<file path="src/rtl/riscv_pkg.sv">
// riscv_pkg: shared constants, fetch FSM states and buffer entry type.
package riscv_pkg;
  localparam logic [31:0] NOP_INSTR        = 32'h0000_0000;
  localparam logic [6:0]  OPCODE_NOP       = 7'b000_0000;
  localparam logic [31:0] DEFAULT_RESET_PC = 32'h0000_0000;
  typedef enum logic [1:0] {ISSUE, WAIT, DISCARD} fetch_state_t;
  typedef struct packed {
    logic [31:0] pc;
    logic [31:0] instr;
  } fetch_entry_t;
endpackage

</file>
<file path="src/rtl/fetch_unit_if.sv">
// fetch_unit_if: instruction memory request/response bus.
interface fetch_unit_if;
  logic        req;
  logic [31:0] addr;
  logic        ready;
  logic        rvalid;
  logic [31:0] rdata;
  modport master(output req, addr, input ready, rvalid, rdata);
  modport slave(input req, addr, output ready, rvalid, rdata);
endinterface

</file>
<file path="src/rtl/fetch_fifo.sv">
// fetch_fifo: two-entry {pc, instr} buffer, head always in slot 0.
module fetch_fifo import riscv_pkg::*; #(
  parameter int DEPTH = 2
) (
  input  logic         clk,
  input  logic         rst_n,
  input  logic         push,
  input  logic         pop,
  input  logic         clear,
  input  fetch_entry_t din,
  output fetch_entry_t head,
  output logic         full,
  output logic         empty
);
  logic [1:0]   count;
  fetch_entry_t e0, e1;
  logic         do_pop;
  assign do_pop = pop && !empty;
  assign empty  = count == 2'd0;
  assign full   = count == 2'(DEPTH);
  assign head   = e0;
  always_ff @(posedge clk or negedge rst_n) begin
    if (!rst_n) begin
      count <= '0;
      e0    <= '0;
      e1    <= '0;
    end else if (clear) begin
      count <= '0;
    end else begin
      count <= count + 2'(push) - 2'(do_pop);
      if (do_pop) e0 <= e1;
      // a push lands in slot 0 whenever the shifted buffer would be empty
      if (push) begin
        if (count == 2'd0 || (count == 2'd1 && do_pop)) e0 <= din;
        else e1 <= din;
      end
    end
  end
endmodule

</file>
<file path="src/rtl/fetch_unit.sv">
// fetch_unit: single-outstanding instruction fetch with redirect flush and 2-entry buffer.
module fetch_unit import riscv_pkg::*; #(
  parameter logic [31:0] RESET_PC  = DEFAULT_RESET_PC,
  parameter int          BUF_DEPTH = 2
) (
  input  logic              clk,
  input  logic              rst_n,
  fetch_unit_if.master      imem,
  input  logic              stall,
  input  logic              redirect,
  input  logic [31:0]       redirect_pc,
  output logic              if_valid,
  output logic [31:0]       if_pc,
  output logic [31:0]       if_instr
);
  fetch_state_t state, state_n;
  logic [31:0]  fetch_pc, fetch_pc_n, req_pc;
  logic         accept, push, full, empty;
  fetch_entry_t head;
  always_comb begin
    imem.req   = rst_n && state == ISSUE && !full && !redirect;
    imem.addr  = fetch_pc;
    accept     = imem.req && imem.ready;
    push       = state == WAIT && imem.rvalid && !redirect;
    fetch_pc_n = redirect ? {redirect_pc[31:2], 2'b00} : accept ? fetch_pc + 32'd4 : fetch_pc;
    // any response ends the outstanding request; a redirect while waiting turns it into a discard
    state_n    = state == ISSUE ? (accept ? WAIT : ISSUE) :
                 imem.rvalid ? ISSUE :
                 (state == WAIT && !redirect) ? WAIT : DISCARD;
  end
  always_ff @(posedge clk or negedge rst_n) begin
    if (!rst_n) begin
      state    <= ISSUE;
      fetch_pc <= RESET_PC;
      req_pc   <= RESET_PC;
    end else begin
      state    <= state_n;
      fetch_pc <= fetch_pc_n;
      if (accept) req_pc <= fetch_pc;
    end
  end
  fetch_fifo #(.DEPTH(BUF_DEPTH)) u_fifo (
    .clk   (clk),
    .rst_n (rst_n),
    .push  (push),
    .pop   (!stall),
    .clear (redirect),
    .din   ({req_pc, imem.rdata}),
    .head  (head),
    .full  (full),
    .empty (empty)
  );
  assign if_valid = !empty;
  assign if_pc    = if_valid ? head.pc : 32'h0;
  assign if_instr = if_valid ? head.instr : NOP_INSTR;
endmodule

</file>
<file path="src/flat_wrapper.sv">
// flat-port wrapper written by rule: the top's interface ports become plain ports
module fetch_unit_flat import riscv_pkg::*;
#(
  parameter logic [31:0] RESET_PC  = DEFAULT_RESET_PC,
  parameter int          BUF_DEPTH = 2
)
  (clk, rst_n, stall, redirect, redirect_pc, if_valid, if_pc, if_instr, imem_req, imem_addr, imem_ready, imem_rvalid, imem_rdata);
  fetch_unit_if imem_i ();
  input  logic clk;
  input  logic rst_n;
  input  logic stall;
  input  logic redirect;
  input  logic [31:0] redirect_pc;
  output logic if_valid;
  output logic [31:0] if_pc;
  output logic [31:0] if_instr;
  output wire logic [$bits(imem_i.req)-1:0] imem_req;
  output wire logic [$bits(imem_i.addr)-1:0] imem_addr;
  input wire logic [$bits(imem_i.ready)-1:0] imem_ready;
  input wire logic [$bits(imem_i.rvalid)-1:0] imem_rvalid;
  input wire logic [$bits(imem_i.rdata)-1:0] imem_rdata;
  assign imem_req = imem_i.req;
  assign imem_addr = imem_i.addr;
  assign imem_i.ready = imem_ready;
  assign imem_i.rvalid = imem_rvalid;
  assign imem_i.rdata = imem_rdata;
  fetch_unit #(.RESET_PC(RESET_PC), .BUF_DEPTH(BUF_DEPTH)) u_core (.clk(clk), .rst_n(rst_n), .imem(imem_i), .stall(stall), .redirect(redirect), .redirect_pc(redirect_pc), .if_valid(if_valid), .if_pc(if_pc), .if_instr(if_instr));
endmodule
</file>
<file path="config.mk">
export PLATFORM = sky130hd
export DESIGN_NAME = fetch_unit_flat
export DESIGN_NICKNAME = d
export VERILOG_FILES = /design/src/rtl/riscv_pkg.sv /design/src/rtl/fetch_unit_if.sv /design/src/rtl/fetch_fifo.sv /design/src/rtl/fetch_unit.sv /design/src/flat_wrapper.sv
export SDC_FILE = /design/constraint.sdc
export NUM_CORES = 1
export LEC_CHECK = 0
export CAP_MARGIN = 0
export CORE_MARGIN = 4
export CORE_UTILIZATION = 48
export DETAILED_ROUTE_END_ITERATION = 7
export PLACE_DENSITY = 0.84
export SYNTH_ARGS = -nofsm -noshare
export SYNTH_HDL_FRONTEND = slang
export SYNTH_SLANG_ARGS = --single-unit
</file>
<file path="constraint.sdc">
create_clock -name clk -period 2.1 [get_ports clk]
set_clock_uncertainty 0.1 [all_clocks]
set_input_delay 0.42 -clock clk [delete_from_list [all_inputs] [get_ports clk]]
set_output_delay 0.42 -clock clk [all_outputs]
set_load 0.05 [all_outputs]
</file>
Word level (Yosys, flattened, before mapping)

Index checks and enable logic that the tools add are counted.
Widths: inputs -> output; s select.

Add/subtract/negate cells: 3
Equality and inequality tests: 3
Reductions and logical operators: 18
Muxes and demuxes: 12
Bitwise logic cells: 2

Operators by type and width:

| cell                  | count |
|---|---|
| $mux 64               | 3 |
| $mux 32               | 4 |
| $add 32x3->32 const B | 1 |
| $logic_and 1x1->1     | 9 |
| $mux 2                | 4 |
| $eq 2x1->1 const B    | 2 |
| $logic_not 1->1       | 4 |
| $logic_not 2->1       | 2 |
| $reduce_and 3->1      | 1 |
| $add 2x1->2           | 1 |
| $eq 2x2->1 const B    | 1 |
| $not 1->1             | 2 |
| $reduce_bool 2->1     | 1 |
| $sub 2x1->2           | 1 |
| $logic_or 1x1->1      | 1 |
| $mux 1                | 1 |

Word-level logic and storage cells: 46
Register bits after elaboration: 196
Output and inout bits: 98

Logic depth before layout (Yosys ltp)

Gate-level depths: netlist (run 1).

Depth after elaboration: 7
Mapped depth: 9
Depth with buffers taken out: 9

Modules after synthesis

From an unflattened synthesis (run 1), not the netlist that was laid out.

Cells, all modules: 812
Area total of the unflattened synthesis: 9288.9 sq um

Modules (own cells, without submodules):

| module     | cells each | sequential area each (sq um) | area each (sq um) | times used |
|---|---|---|---|---|
| fetch_fifo | 375        | 3253.1                       | 5681.7            | 1 |
| fetch_unit | 437        | 1551.5                       | 3607.2            | 1 |

Worst setup path after synthesis (run 1)

No wires, ideal clock.

Path kind: register -> register
From: reg u_core.fetch_pc[2], in the netlist u_core.imem.addr[2]
To: reg u_core.fetch_pc[22], in the netlist u_core.imem.addr[22]
Setup slack: -0.344 ns
Stages on the path, launching flop included: 7
Arrival: 2.274 ns
Library setup time: 0.070 ns
Data required time: 1.930 ns
Path through: dfrtp_1 ha_1 nand3_2 or3_2 buf_2 or4_1 nand3_1

Word-level cells in the longest chain between the ends: 3

Ends and longest elaborated chain:

| element                | RTL line         | RTL |
|---|---|---|
| from (decl)            | fetch_unit.sv:17 | `logic [31:0] fetch_pc, fetch_pc_n, req_pc;` |
| from (signal assigned) | fetch_unit.sv:38 | `fetch_pc <= fetch_pc_n;` |
| $add 32x3->32          | fetch_unit.sv:25 | `fetch_pc_n = redirect ? {redirect_pc[31:2], 2'b00} : accept ? fetch_pc + 32'd4 : fetch_pc;` |
| $mux 32 (2 in series)  | fetch_unit.sv:25 |  |

Every way passes these cells. The select of a mux whose other input is x is not followed.
A chain may end at the register's enable or synchronous reset.

Worst setup path after layout (run 1)

From: reg u_core.state[1]
To: out imem_req

Word-level cells in the longest chain between the ends: 4

Ends and longest elaborated chain:

| element                         | RTL line           | RTL |
|---|---|---|
| from (decl)                     | fetch_unit.sv:16   | `fetch_state_t state, state_n;` |
| from (signal assigned)          | fetch_unit.sv:37   | `state <= state_n;` |
| $logic_not 2->1                 | fetch_unit.sv:21   | `imem.req = rst_n && state == ISSUE && !full && !redirect;` |
| $logic_and 1x1->1 (3 in series) | fetch_unit.sv:21   |  |
| to (decl)                       | flat_wrapper.sv:17 | `output wire logic [$bits(imem_i.req)-1:0] imem_req;` |

Every way passes these cells.

==> results.sh, run 1 <==
export IMPL_postSynth_asyncResetShare_pct=100
export IMPL_number_of_global_route_vias_before_repair=7285
export IMPL_route_antenna_remaining_nets=0
export IMPL_floorplan_rows=50
export IMPL_yosysUniqueCellTypes=47
export IMPL_regToRegSetupSlack_ns=0.01
export IMPL_setup_viol=15
export IMPL_cts_sinks=190
export IMPL_cp_buffers_inverters=2
export IMPL_synthToLayoutAreaGrowth_pct=36.0
export IMPL_top_area_cells_in_the_synthesized_netlist="sky130_fd_sc_hd__dfrtp_1 52%, sky130_fd_sc_hd__mux2_2 23%, sky130_fd_sc_hd__and2_1 4.7%"
export IMPL_hold_violations=0
export IMPL_dr_total_vias=6980
export IMPL_grt_util_met3_pct=4.55
export IMPL_placeableCoreArea_um2=18700
export IMPL_globalRouteMet2Util_pct=36.1
export IMPL_synth_top_flop_cell="sky130_fd_sc_hd__dfrtp_1"
export IMPL_critical_path_reg2reg_endpoint="u_core.imem.addr[17]$_DFFE_PN0P_"
export IMPL_irDropWorstVdd_uv=821
export IMPL_dpl_cell_area_um2=11200
export IMPL_synth_top_cells_by_count="190 x sky130_fd_sc_hd__dfrtp_1, 186 x sky130_fd_sc_hd__mux2_2, 102 x sky130_fd_sc_hd__nand2_1, 69 x sky130_fd_sc_hd__and2_1"
export IMPL_nNetsFinal=1060
export IMPL_finalCritPeriodShare_pct=104
export IMPL_synth_top_cell_area_share_pct=52.2
export IMPL_slowest_stage_cell_cp="sky130_fd_sc_hd__dfrtp_1"
export IMPL_design_die_area_um2=21300
export IMPL_worst_skew_pair_late_latency_ns=0.43
export IMPL_synth_seq_cells=190
export IMPL_finalNonFillerCells=1234
export IMPL_die_height_um=146
export IMPL_setup_slack_ns=-0.0792
export IMPL_p_per_area_nw_per_um2=1100
export IMPL_detailedRoute_firstIterationViolations=415
export IMPL_routed_wire_length_per_instance_um=19.2
export IMPL_required_ns=1.58
export IMPL_globalRouteMet1Util_pct=28.9
export IMPL_critical_path_peak_fanout=2
export IMPL_syn_cell_area_um2=9110
export IMPL_dp_final_hpwl_um=15600
export IMPL_timing_critical_path_from_type="register"
export IMPL_reg2regPathDepth=7
export IMPL_worstHoldEndpoint="u_core.u_fifo.head[41]$_DFFE_PN0N_"
export IMPL_cts_max_level=4
export IMPL_cpLargestDelayFamily="simple AND/OR/NAND/NOR gates"
export IMPL_final_area_um2=12400
export IMPL_grt_antenna_before_repair=0
export IMPL_count_leader_synth="sky130_fd_sc_hd__dfrtp_1"
export IMPL_max_freq_mhz=459
export IMPL_placed_cells=1183
export IMPL_ctsLongestPathBuffers=2
export IMPL_reg2reg_from="u_core.state[1]$_DFF_PN0_"
export IMPL_synth_area_per_cell_um2=11.7
export IMPL_maxSlewHeadroom_pct=52.6
export IMPL_instance_count_along_the_most_critical_hold_path=1
export IMPL_cts_root_buf="sky130_fd_sc_hd__clkbuf_16"
export IMPL_grt_overflow_total=0
export IMPL_global_route_usage_total_pct=21.8
export IMPL_post_synth_inst_count=781
export IMPL_fp_dieW_um=146
export IMPL_grt_busiest_layer="met2"
export IMPL_drcViolationCount=0
export IMPL_maxSlewViolCount=0
export IMPL_clock_tree_from_tritoncts="done"
export IMPL_yosysWarningCount=0
export IMPL_rsz0062_at_grt="yes"
export IMPL_synth_edff_count=0
export IMPL_post_synth_top_area_cell="sky130_fd_sc_hd__dfrtp_1"
export IMPL_failing_checks="setup timing"
export IMPL_drtPass1Iterations=4
export IMPL_worst_hold_path_type="reg -> reg"
export IMPL_leakage_nw=5.94
export IMPL_globalplace_congestion=0.908
export IMPL_start_util_pct=48.7
export IMPL_io_pin_count=168
export IMPL_vias_per_cell=5.66
export IMPL_clk_pin_slew_ns=0.07
export IMPL_critical_path_arrival_ns=1.66
export IMPL_setup_worst_path_class="reg -> out"
export IMPL_cts_made_buffers=17
export IMPL_postRouteWirelength_um=23700
export IMPL_buffer_ports_inserted=163
export IMPL_critical_path_cell_by_cell="nor4b_4 -> buf_4 -> and2_4 -> buf_12"
export IMPL_drive_gt1_share_pct=43.8
export IMPL_tightestPinTransition_ns=0.711
export IMPL_antennaDiodeCount=0
export IMPL_ys_seq_area_share_pct=52.2
export IMPL_maximum_number_of_pins_on_one_net_before_global_route_repair=107
export IMPL_finalWorstPathRequiredPeriod_ns=2.18
export IMPL_critical_path_max_stage_delay_ns=0.41
export IMPL_wire_length_of_the_first_global_routing_pass_um=37900
export IMPL_min_delay_start="u_core.u_fifo.head[41]$_DFFE_PN0N_"
export IMPL_status="finished with violations"
export IMPL_timing_max_cap_violations=0
export IMPL_worstSetupEndpointType="primary output"
==> power by group <==
group / switching, mW / total [mW] / internal (mW)
Sequential: 0.745 / 5.53 / 4.79
Clock: 1.39 / 3.42 / 2.03
Combinational: 2.41 / 4.71 / 2.30
Total: 4.55 / 13.7 / 9.12
==> registers in the layout, summed over array words and instances (netlist names) <==
register             count
u_core.imem.addr        30
u_core.req_pc           30
u_core.state             2
u_core.u_fifo.count      2
u_core.u_fifo.e1        62
u_core.u_fifo.head      64
==> metal layers <==
metal  share of wire (%)  vias up
met5                   0        -
met4                 1.6        0
met3                 6.7       35
met2                  48      293
met1                  44     3456
li1                    -     3196
==> metrics by stage <==
step / setup TNS [ns] / worst slack [ns] / utilization (%) / hold slack, ns / power (mW)
floorplan: 0 / 0.00472 / - / 0.0244 / 8.10
global placement: -52.21 / -0.354 / 59.7 / 0.375 / 9.38
detailed placement: -56.62 / -0.385 / 59.7 / 0.385 / 9.56
CTS: -1.84 / -0.0780 / 64.6 / 0.402 / 13.3
global route: -3.80 / -0.126 / 66.3 / 0.413 / 14.4
finish: -0.160 / -0.0792 / 66.3 / 0.400 / 13.7
==> area by class of cell <==
cell class,count,area [um^2]
repair buffers,238,2450
inverters,9,36.3
clock buffers,19,443
flip-flops and latches,190,4780
well taps,234,293
clock inverters,13,184
multi-input cells,531,4210
fillers,1338,6310
==> repair_timing <==
action,4_1_cts,5_1_grt
gates resized for setup,65,33
gates cloned,0,6
pin swaps,1,4
endpoints found under the setup margin,66,201
endpoints found under the hold margin,27,0
setup buffers,7,5
hold buffers,1,0
==> placed cells by master (no fill, tap or decap), drive strengths merged, types with 6 or more instances in the layout <==
master,instances
and2,69
o311ai,7
a22oi,9
or3,6
mux2,186
o21ai,14
dfrtp,190
nand2,102
a221o,8
o211ai,11
nand3,25
nand4,15
clkinv,6
clkdlybuf4s50,65
clkbuf,25
nor2,9
nor4,8
or4,12
buf,165
inv,12
==> how the worst max path moves through the flow <==
stage / from / end / slack, ns / cells after the start
3_5_place_dp: redirect / u_core.imem.addr[26]$_DFFE_PN0P_ / -0.38 / 6
2_1_floorplan: u_core.imem.addr[4]$_DFFE_PN0P_ / u_core.imem.addr[27]$_DFFE_PN0P_ / 0.005 / 5
5_1_grt: u_core.state[1]$_DFF_PN0_ / imem_req / -0.13 / 4
3_3_place_gp: redirect / u_core.imem.addr[27]$_DFFE_PN0P_ / -0.35 / 6
4_1_cts: u_core.state[1]$_DFF_PN0_ / imem_req / -0.08 / 4
6_report: u_core.state[1]$_DFF_PN0_ / imem_req / -0.08 / 4
==> worst reg2reg max path, stage by stage, from the launching register on <==
cell and delay (ns):
sky130_fd_sc_hd__dfrtp_1 0.41, sky130_fd_sc_hd__nor4b_4 0.35, sky130_fd_sc_hd__buf_4 0.18, sky130_fd_sc_hd__buf_4 0.12
sky130_fd_sc_hd__a31oi_1 0.21, sky130_fd_sc_hd__buf_4 0.26, sky130_fd_sc_hd__a22oi_1 0.23, sky130_fd_sc_hd__nand3_1 0.12
==> logic make-up after synthesis <==
group	synth area share, %
xor+xnor	0.288
compound gates	5.68
buf+inv	2.92
flops	52.2
mux	23.0
fa+ha+maj	0.412
other cells	0.0411
simple gates	15.5
Power figures use the tool's default switching activity.
==> inputs of run 2 (changes only) <==
--- a/config.mk
+++ b/config.mk
@@ -8,6 +8,7 @@
 export CAP_MARGIN = 0
 export CORE_MARGIN = 4
 export CORE_UTILIZATION = 48
+export CTS_CLUSTER_SIZE = 20
 export DETAILED_ROUTE_END_ITERATION = 7
 export PLACE_DENSITY = 0.84
 export SYNTH_ARGS = -nofsm -noshare
==> results of run 2 <==
The final DEF is identical to that of run 1; final timing and power are the same.
==> inputs of run 3 (changes only) <==
==> constraint.sdc (replaced) <==
create_clock -name clk -period 1.8 [get_ports clk]
set_clock_uncertainty 0.1 [all_clocks]
set_input_delay 0.36 -clock clk [delete_from_list [all_inputs] [get_ports clk]]
set_output_delay 0.36 -clock clk [all_outputs]
set_load 0.05 [all_outputs]
==> run 3 against run 2 <==
Effect of this change:
- the flow still finishes with violations (setup timing)
- global-route usage is 6.1 points higher
- power up 30%
- design area increased by 19%
- clock-buffer cell count rose by 3
- sequential share of layout area shrank 6.0 points
- cell count is 7.4% higher
==> results.sh, run 3 (synthesis gave the netlist of run 1 again) <==
export IMPL_max_freq_mhz=458
export IMPL_grt_antenna_before_repair=0
export IMPL_detailedRoute_firstIterationViolations=752
export IMPL_dr_total_vias=8080
export IMPL_drcViolationCount=0
export IMPL_vias_per_cell=6.10
export IMPL_globalplace_congestion=0.881
export IMPL_number_of_global_route_vias_before_repair=8336
export IMPL_highest_count_cells_in_the_layout_ignoring_fill_and_taps="167 x sky130_fd_sc_hd__dfrtp_1, 137 x sky130_fd_sc_hd__mux2_2, 97 x sky130_fd_sc_hd__buf_6"
export IMPL_cts_max_level=4
export IMPL_worst_case_setup_slack_after_placement_ns=-0.615
export IMPL_worst_skew_pair_late_latency_ns=0.42
export IMPL_worst_path_most_repeated_cell="sky130_fd_sc_hd__buf_6"
export IMPL_setup_slack_ns=-0.384
export IMPL_placeableCoreArea_um2=18700
export IMPL_critical_path_max_stage_delay_ns=0.45
export IMPL_drtPass1Iterations=5
export IMPL_cts_sinks=190
export IMPL_maxSlewViolCount=0
export IMPL_p_per_area_nw_per_um2=1210
export IMPL_drive_gt1_share_pct=60.7
export IMPL_die_height_um=146
export IMPL_reg2regPathDepth=8
export IMPL_critical_path_arrival_ns=2.39
export IMPL_route_antenna_remaining_nets=0
export IMPL_antennaDiodeCount=0
export IMPL_nNetsFinal=1152
export IMPL_slowest_stage_cell_cp="sky130_fd_sc_hd__dfrtp_1"
export IMPL_synthToLayoutAreaGrowth_pct=61.4
export IMPL_start_util_pct=48.7
export IMPL_fin_total_pwr_mw=17.8
export IMPL_regToRegSetupSlack_ns=-0.38
export IMPL_clk_pin_slew_ns=0.07
export IMPL_postRouteWirelength_um=32400
export IMPL_required_ns=2.00
export IMPL_buffer_ports_inserted=163
export IMPL_fp_dieW_um=146
export IMPL_routed_wire_length_per_instance_um=24.4
export IMPL_largest_register_ff_count=64
export IMPL_timing_critical_path_from_type="register"
export IMPL_worstSetupEndpointType="register"
export IMPL_finalCritPeriodShare_pct=121
export IMPL_cts_made_buffers=17
export IMPL_hold_violations=0
export IMPL_irDropWorstVdd_uv=813
export IMPL_rsz0062_at_grt="yes"
export IMPL_clock_tree_from_tritoncts="done"
export IMPL_tightestPinTransition_ns=0.758
export IMPL_finalWorstPathRequiredPeriod_ns=2.18
export IMPL_critical_path_peak_fanout=8
export IMPL_cpLargestDelayFamily="simple AND/OR/NAND/NOR gates"
export IMPL_critical_path_reg2reg_endpoint="u_core.imem.addr[30]$_DFFE_PN0P_"
export IMPL_ctsLongestPathBuffers=2
export IMPL_grt_overflow_total=0
export IMPL_floorplan_rows=50
export IMPL_ctsHoldBuffers=0
export IMPL_setup_worst_path_class="reg -> reg"
export IMPL_final_fill_count=991
export IMPL_critical_path_cell_by_cell="buf_6 -> buf_6 -> nand2b_4 -> buf_6 -> nand3_4 -> buf_6 -> or3_4 -> o211ai_1"
export IMPL_wire_length_of_the_first_global_routing_pass_um=47000
export IMPL_layout_cells_most_common="sky130_fd_sc_hd__dfrtp_1"
export IMPL_setup_viol=253
export IMPL_cp_buffers_inverters=4
export IMPL_io_pin_count=168
export IMPL_design_die_area_um2=21300
export IMPL_status="finished with violations"
export IMPL_dp_final_hpwl_um=16300
export IMPL_worst_hold_path_type="in -> async"
export IMPL_timing_max_cap_violations=0
export IMPL_cts_root_buf="sky130_fd_sc_hd__clkbuf_16"
export IMPL_maximum_number_of_pins_on_one_net_before_global_route_repair=132
export IMPL_global_route_usage_total_pct=27.9
export IMPL_reg2reg_from="u_core.u_fifo.count[1]$_DFF_PN0_"
export IMPL_maxSlewHeadroom_pct=49.4
export IMPL_leakage_nw=6.98
export IMPL_failing_checks="setup timing"
[run 3: cell types whose count changed in the layout (fill, tap and decap cells not counted), moves of 9 or more]
cell / delta
sky130_fd_sc_hd__buf_16: +15
sky130_fd_sc_hd__nand2_1: -31
sky130_fd_sc_hd__mux2_4: +49
sky130_fd_sc_hd__buf_8: +9
sky130_fd_sc_hd__and2_1: -45
sky130_fd_sc_hd__and2_2: +38
sky130_fd_sc_hd__mux2_2: -49
sky130_fd_sc_hd__o21ai_0: -12
sky130_fd_sc_hd__buf_6: +31
sky130_fd_sc_hd__nand2_2: +24
sky130_fd_sc_hd__buf_12: +38
[run 3: worst max path at each step]
| stage | start | to | cells past startpoint |
|---|---|---|---|
| finish | u_core.u_fifo.count[1]$_DFF_PN0_ | u_core.imem.addr[30]$_DFFE_PN0P_ | 8 |
| global route | u_core.u_fifo.count[1]$_DFF_PN0_ | if_pc[9] | 5 |
| CTS | u_core.u_fifo.count[0]$_DFF_PN0_ | if_pc[14] | 5 |
| detailed placement | redirect | u_core.imem.addr[12]$_DFFE_PN0P_ | 8 |
| global placement | redirect | u_core.imem.addr[26]$_DFFE_PN0P_ | 7 |
| floorplan | u_core.imem.addr[7]$_DFFE_PN0P_ | u_core.imem.addr[27]$_DFFE_PN0P_ | 6 |
[run 3: timing repair]
action                                  4_1_cts  5_1_grt
gates resized for setup                     215      135
endpoints found under the setup margin      229      254
setup buffers                                45       19
endpoints found under the hold margin         0        0
gates cloned                                 23        2
pin swaps                                    38       65
[run 3: power by group]
| part | internal [mW] | switching [mW] | leakage, nW | total [mW] |
|---|---|---|---|---|
| registers | 5.59 | 0.972 | 2.51 | 6.56 |
| clock network | 2.19 | 1.62 | 0.284 | 3.81 |
| logic | 3.81 | 3.60 | 4.18 | 7.41 |
| total | 11.6 | 6.19 | 6.98 | 17.8 |
[run 3: tightest hold or removal path, delay by kind of cell]
family                 cells  cell delay (ns)
buffers and inverters      3             0.75
[run 3: stage by stage]
step,TNS [ns],instances,hold WS (ns),utilization [%],instance area (um^2)
finish,-61.31,1325,0.0928,78.6,14700
global route,-74.20,1325,0.146,78.6,14700
CTS,-45.29,1316,0.130,76.4,14300
detailed placement,-94.22,1220,0.381,63.9,12000
global placement,-88.00,1220,0.374,63.9,12000
floorplan,-10.50,782,-0.0356,-,9380
[run 3: area by class of cell]
| cell class | count | area (um^2) | area share, % |
|---|---|---|---|
| clock buffer | 22 | 484 | 3.29 |
| timing repair buffer | 330 | 4050 | 27.5 |
| clock inverter | 9 | 110 | 0.748 |
| multi-input combinational | 531 | 4950 | 33.7 |
| tap | 234 | 293 | 1.99 |
| inverter | 9 | 36.3 | 0.247 |
| sequential | 190 | 4780 | 32.5 |
[run 3: layer usage]
| metal | global-route usage (%) | part of all wire (%) |
|---|---|---|
| met1 | 35.7 | 39 |
| met2 | 47.3 | 50 |
| met3 | 5.95 | 7.0 |
| met4 | 9.40 | 3.8 |
| met5 | 0 | 0 |
